<file path="config.mk">
export PLATFORM = sky130hd
export DESIGN_NAME = ir_transmitter
export DESIGN_NICKNAME = d
export VERILOG_FILES = /design/src/rtl/ir_transmitter.sv
export SDC_FILE = /design/constraint.sdc
export NUM_CORES = 1
export LEC_CHECK = 0
export ABC_AREA = 1
export CORE_UTILIZATION = 55
export CTS_BUF_LIST = sky130_fd_sc_hd__clkbuf_2 sky130_fd_sc_hd__clkbuf_4 sky130_fd_sc_hd__clkbuf_8
export CTS_CLUSTER_SIZE = 24
export DETAILED_ROUTE_END_ITERATION = 10
export GPL_ROUTABILITY_DRIVEN = 1
export PLACE_DENSITY = 0.89
export SLEW_MARGIN = 20
export SYNTH_ARGS = -nofsm -noshare
export SYNTH_HDL_FRONTEND = slang
export SYNTH_SLANG_ARGS = --single-unit
</file>
<file path="constraint.sdc">
create_clock -name clock -period 1.7 [get_ports clock]
set_input_delay 0.17 -clock clock [delete_from_list [all_inputs] [get_ports clock]]
set_output_delay 0.17 -clock clock [all_outputs]
set_load 0.005 [all_outputs]
</file>
<file path="src/rtl/ir_transmitter.sv">
// IrDA SIR byte transmitter: frames a byte as start, 8 data bits (LSB first),
// parity and stop, and drives a short IR pulse for every 0-valued bit period.
// tx_done and tx_available are both high on the last clock of a frame. A send
// sampled on that clock starts the next frame with no idle gap in between.
module ir_transmitter #(
    parameter int CLKS_PER_BIT = 5208,
    parameter int PULSE_CLKS   = (CLKS_PER_BIT * 3) / 16,
    parameter int PARITY_ODD   = 0
) (
    input  logic       clock,
    input  logic       reset,
    input  logic [7:0] tx_data,
    input  logic       send,
    output logic       ir_tx,
    output logic       tx_available,
    output logic       tx_done
);

    localparam int CNT_W = $clog2(CLKS_PER_BIT);
    typedef logic [CNT_W-1:0] cnt_t;

    localparam cnt_t CNT_LAST   = cnt_t'(CLKS_PER_BIT - 1);
    localparam cnt_t PULSE_END  = cnt_t'(PULSE_CLKS);
    localparam logic PARITY_INV = (PARITY_ODD != 0);

    typedef enum logic [2:0] {
        IDLE,
        START,
        DATA,
        PARITY,
        STOP
    } state_t;

    state_t     state_q, state_d;
    cnt_t       cnt_q, cnt_d;
    logic [2:0] bit_idx_q, bit_idx_d;
    logic [7:0] data_q;
    logic       parity_q;
    logic       accept;
    logic       cnt_last;
    logic       next_bit;
    logic       ir_tx_d;
    logic       frame_end_d;

    assign cnt_last = (cnt_q == CNT_LAST);

    // Next-state logic: advance the bit-period counter, step through the
    // frame fields, and accept a new byte when idle or on the final clock.
    always_comb begin
        // NOTE: every output of this block gets a default first so no path
        // leaves a signal unassigned, which would otherwise infer a latch.
        state_d   = state_q;
        cnt_d     = cnt_q;
        bit_idx_d = bit_idx_q;
        accept    = 1'b0;

        unique case (state_q)
            IDLE: begin
                accept = send;
            end
            START: begin
                if (cnt_last) begin
                    state_d   = DATA;
                    cnt_d     = '0;
                    bit_idx_d = 3'd0;
                end else begin
                    cnt_d = cnt_q + cnt_t'(1);
                end
            end
            DATA: begin
                if (cnt_last) begin
                    cnt_d = '0;
                    if (bit_idx_q == 3'd7) begin
                        state_d = PARITY;
                    end else begin
                        bit_idx_d = bit_idx_q + 3'd1;
                    end
                end else begin
                    cnt_d = cnt_q + cnt_t'(1);
                end
            end
            PARITY: begin
                if (cnt_last) begin
                    state_d = STOP;
                    cnt_d   = '0;
                end else begin
                    cnt_d = cnt_q + cnt_t'(1);
                end
            end
            STOP: begin
                if (cnt_last) begin
                    state_d = IDLE;
                    cnt_d   = '0;
                    accept  = send;
                end else begin
                    cnt_d = cnt_q + cnt_t'(1);
                end
            end
            default: begin
                state_d = IDLE;
                cnt_d   = '0;
            end
        endcase

        if (accept) begin
            state_d   = START;
            cnt_d     = '0;
            bit_idx_d = 3'd0;
        end
    end

    // Output look-ahead: the value of the bit period about to run and
    // whether the coming clock is the final one of the frame, so the
    // outputs can be registered without a cycle of lag.
    always_comb begin
        next_bit = 1'b1;
        unique case (state_d)
            START:   next_bit = 1'b0;
            DATA:    next_bit = data_q[bit_idx_d];
            PARITY:  next_bit = parity_q;
            default: next_bit = 1'b1;
        endcase
        ir_tx_d     = (state_d != IDLE) && !next_bit && (cnt_d < PULSE_END);
        frame_end_d = (state_d == STOP) && (cnt_d == CNT_LAST);
    end

    // State, counters, byte/parity latches and registered outputs.
    always_ff @(posedge clock) begin
        // NOTE: sequential state uses non-blocking assignments so every
        // register samples the pre-edge values regardless of statement order.
        if (reset) begin
            state_q      <= IDLE;
            cnt_q        <= '0;
            bit_idx_q    <= 3'd0;
            data_q       <= 8'h00;
            parity_q     <= 1'b0;
            ir_tx        <= 1'b0;
            tx_available <= 1'b1;
            tx_done      <= 1'b0;
        end else begin
            state_q   <= state_d;
            cnt_q     <= cnt_d;
            bit_idx_q <= bit_idx_d;
            if (accept) begin
                data_q   <= tx_data;
                parity_q <= (^tx_data) ^ PARITY_INV;
            end
            ir_tx        <= ir_tx_d;
            tx_done      <= frame_end_d;
            tx_available <= (state_d == IDLE) || frame_end_d;
        end
    end

endmodule

</file>
==> run summary <==
clock root cell - clkbuf_8
Synth area leader - dfxtp_1
Tot Pwr - 2.34 mW
drt first-iter violations - 582
nets - 422
Setup TNS - -2.66 ns
fmax - 0.481 GHz
count of clock tree sinks - 31
CP Launch Type - flop
critical path's slowest cell - dfxtp_1
flops & latches, synth - 31
Post-CTS Hold Buffers - 0
DRT Wirelength - 10.1 mm
gr usage total - 0.433
Multi-input gate area - 1390 um^2
Worst Setup Slack, final - -0.380 ns
crit path cell chain - inv_2 > nand2_1 > nor2_4 > nand3_4 > nand2_4 > nand2_8 > inv_8 > a21oi_1 > nand2_1 > nand4_1 > nor2_2 > nand3_1 > nor2_1
post-route ant nets - 0
CTS H-tree lvls - 2
Register Area - 638 um^2
peak supply drop - 0.864 mV
TritonCTS clock tree - yes
Clock Latency Late Sink - 0.31 ns
worst rel slew slack - 0.735
first-pass GRT wire length - 13.1 mm
vias per cell - 6.69
Worst Tran Pin Value - 0.397 ns
Pleak - 1.39 nW
hpwl dp - 4.97 mm
unrepaired setup endpoints after global routing - yes
top-area cell type share of the netlist area - 0.299
number of buffers created by CTS - 5
r2r setup slk - -0.38 ns
Post-Syn Instances - 327
vias after detailed routing - 3,045
RR Startpoint - cnt_q[3]$_SDFF_PP0_
CP endpoint kind - flop
failing checks - DRC, setup timing
top-count cell post-synth - nand2_1
final worst-path cycle share - 1.22
initial antenna violation count - 0
CORE AREA - 3470 um^2
critical path class - reg -> reg
pin count of the biggest net entering global routing - 13
layout cell share with drive strength beyond 1 - 0.379
Final setup violation count - 26
critical path's largest stage delay - 0.37 ns
hold path cells - 2
Hold Fails Final Rpt - 0
Fill cells - 144
syn nets - 340
Inserted Diodes - 0
total gr overflow - 0
MaxCap Viol Count - 0
global placement routability congestion - 1.01
crit path time final - 2.08 ns
register area share after synthesis - 0.299
First-pass DRT Iterations - 11
HP Start - data_q[4]$_SDFFE_PP0P_
Post-synth ARST share - 0
final clock skew - 0.0147 ns
Post-synth EDFFs - 0
Ports - 14
fin. max-slew vios - 0
Die W - 63.4 um
clock buffer depth - 2
Hold WC Path Type - reg -> reg
worst r2r dst - tx_done$_SDFF_PP0_
ys flop type - dfxtp_1
Post-Route Utilization - 0.881
Syn. warnings - 0
Worst EP arrival - 2.31 ns
I/O Buffers - 13
Mean Syn Cell Area - 6.34 um^2
Required @ worst endpoint - 1.93 ns
synthesized area - 2070 um^2
Post-Place Worst Slack - -0.230 ns
Initial Util - 0.598
drc violations - 68
synth unique cells - 35
status - finished with violations
Die ar. - 4020 um^2
Area growth, synth to finish - 47.4%
wire per inst - 22.2 um
row count - 21
worst hold endpoint - data_q[4]$_SDFFE_PP0P_
Synth area leaders - dfxtp_1 30%, nand2_1 12%, nor2_1 9.6%
worst r2r path cells - 13
die extent in y - 63.4 um
Top cell by count, worst path - nand2_1
Power Dens Cells - 767 nW/um^2
Crit Path Max Fanout - 10
vias in the first global route - 2,758
CTS clk-pin slew, worst paths - 0.08 ns
Commonest cells post-synth - 65 x nand2_1, 53 x nor2_1, 45 x inv_1
## cell usage in the layout, fill, tap and decap left out, types with 2 or more instances in the layout
master,instances
buf_4,64
nand2_1,60
inv_1,43
nor2_1,41
nand3_1,27
dfxtp_1,23
nor2_2,14
clkdlybuf4s50_1,13
inv_2,11
nand2_2,10
o21ai_1,9
a21oi_1,9
nor2_4,8
o21ai_0,7
clkbuf_8,6
nand3_2,5
xnor2_1,5
nand4_1,5
dfxtp_2,5
nand2_4,4
a21oi_2,4
o21ai_2,4
xor2_1,3
o22ai_1,3
dfxtp_4,3
buf_6,3
nand2_8,2
nand3_4,2
o22ai_2,2
## routing by layer
layer,share of wire,vias up,GRT usage,routed length [um]
met1,0.32,1328,0.484,3200
met4,0.12,0,0.332,1180
met2,0.42,365,0.688,4220
met5,0,-,0,0
li1,-,1197,-,-
met3,0.15,155,0.123,1500
## through the flow
stage               area, um^2  std cells  hold WS, ns
floorplan                 2070        327        0.249
global placement          2640        434        0.445
detailed placement        2640        434        0.446
CTS                       2850        449        0.457
global route              3060        455        0.498
finish                    3060        455        0.477
## worst max-delay path by stage
stage	from	end	slack (ns)
6_report	cnt_q[3]$_SDFF_PP0_	tx_done$_SDFF_PP0_	-0.38
5_1_grt	cnt_q[3]$_SDFF_PP0_	ir_tx$_SDFF_PP0_	-0.47
4_1_cts	cnt_q[0]$_SDFF_PP0_	tx_done$_SDFF_PP0_	-0.11
3_5_place_dp	cnt_q[1]$_SDFF_PP0_	tx_done$_SDFF_PP0_	-0.23
3_3_place_gp	cnt_q[1]$_SDFF_PP0_	tx_available$_SDFF_PP1_	-0.16
2_1_floorplan	cnt_q[0]$_SDFF_PP0_	ir_tx$_SDFF_PP0_	0.02
## registers in the layout, summed over array words and instances (netlist names)
signal        count
state_q           3
tx_available      1
data_q            8
parity_q          1
tx_done           1
cnt_q            13
bit_idx_q         3
ir_tx             1
## timing repair
| item | CTS | global route |
|---|---|---|
| resized for setup | 17 | 54 |
| setup endpoints to repair | 20 | 26 |
| buffers inserted | 8 | 6 |
| pin swaps | 9 | 10 |
## worst max-delay path, delay by kind of cell, from the launching register on
| kind | cells | cell delay [ns] |
|---|---|---|
| DFF | 1 | 0.37 |
| and+or+nand+nor | 10 | 1.32 |
| AOI/OAI and AO/OA | 1 | 0.05 |
| buffers and inverters | 2 | 0.26 |
## kinds of logic after synthesis
group / share of synthesized area
simple gates: 0.416
buf+inv: 0.121
compound gates: 0.118
flops: 0.299
xor+xnor: 0.0338
fa+ha+maj: 0.0121
## report_power, final
| part | switching, mW | total, mW | internal [mW] |
|---|---|---|---|
| combinational | 0.498 | 0.865 | 0.367 |
| clock | 0.323 | 0.641 | 0.318 |
| sequential | 0.0509 | 0.837 | 0.787 |
| total | 0.872 | 2.34 | 1.47 |
## cell type report
class	count	share of cell area
Multi-Input combinational cell	234	0.454
Timing Repair Buffer	81	0.217
Inverter	56	0.0721
Clock buffer	6	0.0270
Clock inverter	1	0.00164
Sequential cell	31	0.209
Tap cell	46	0.0188
(Power assumes the default switching activity.)
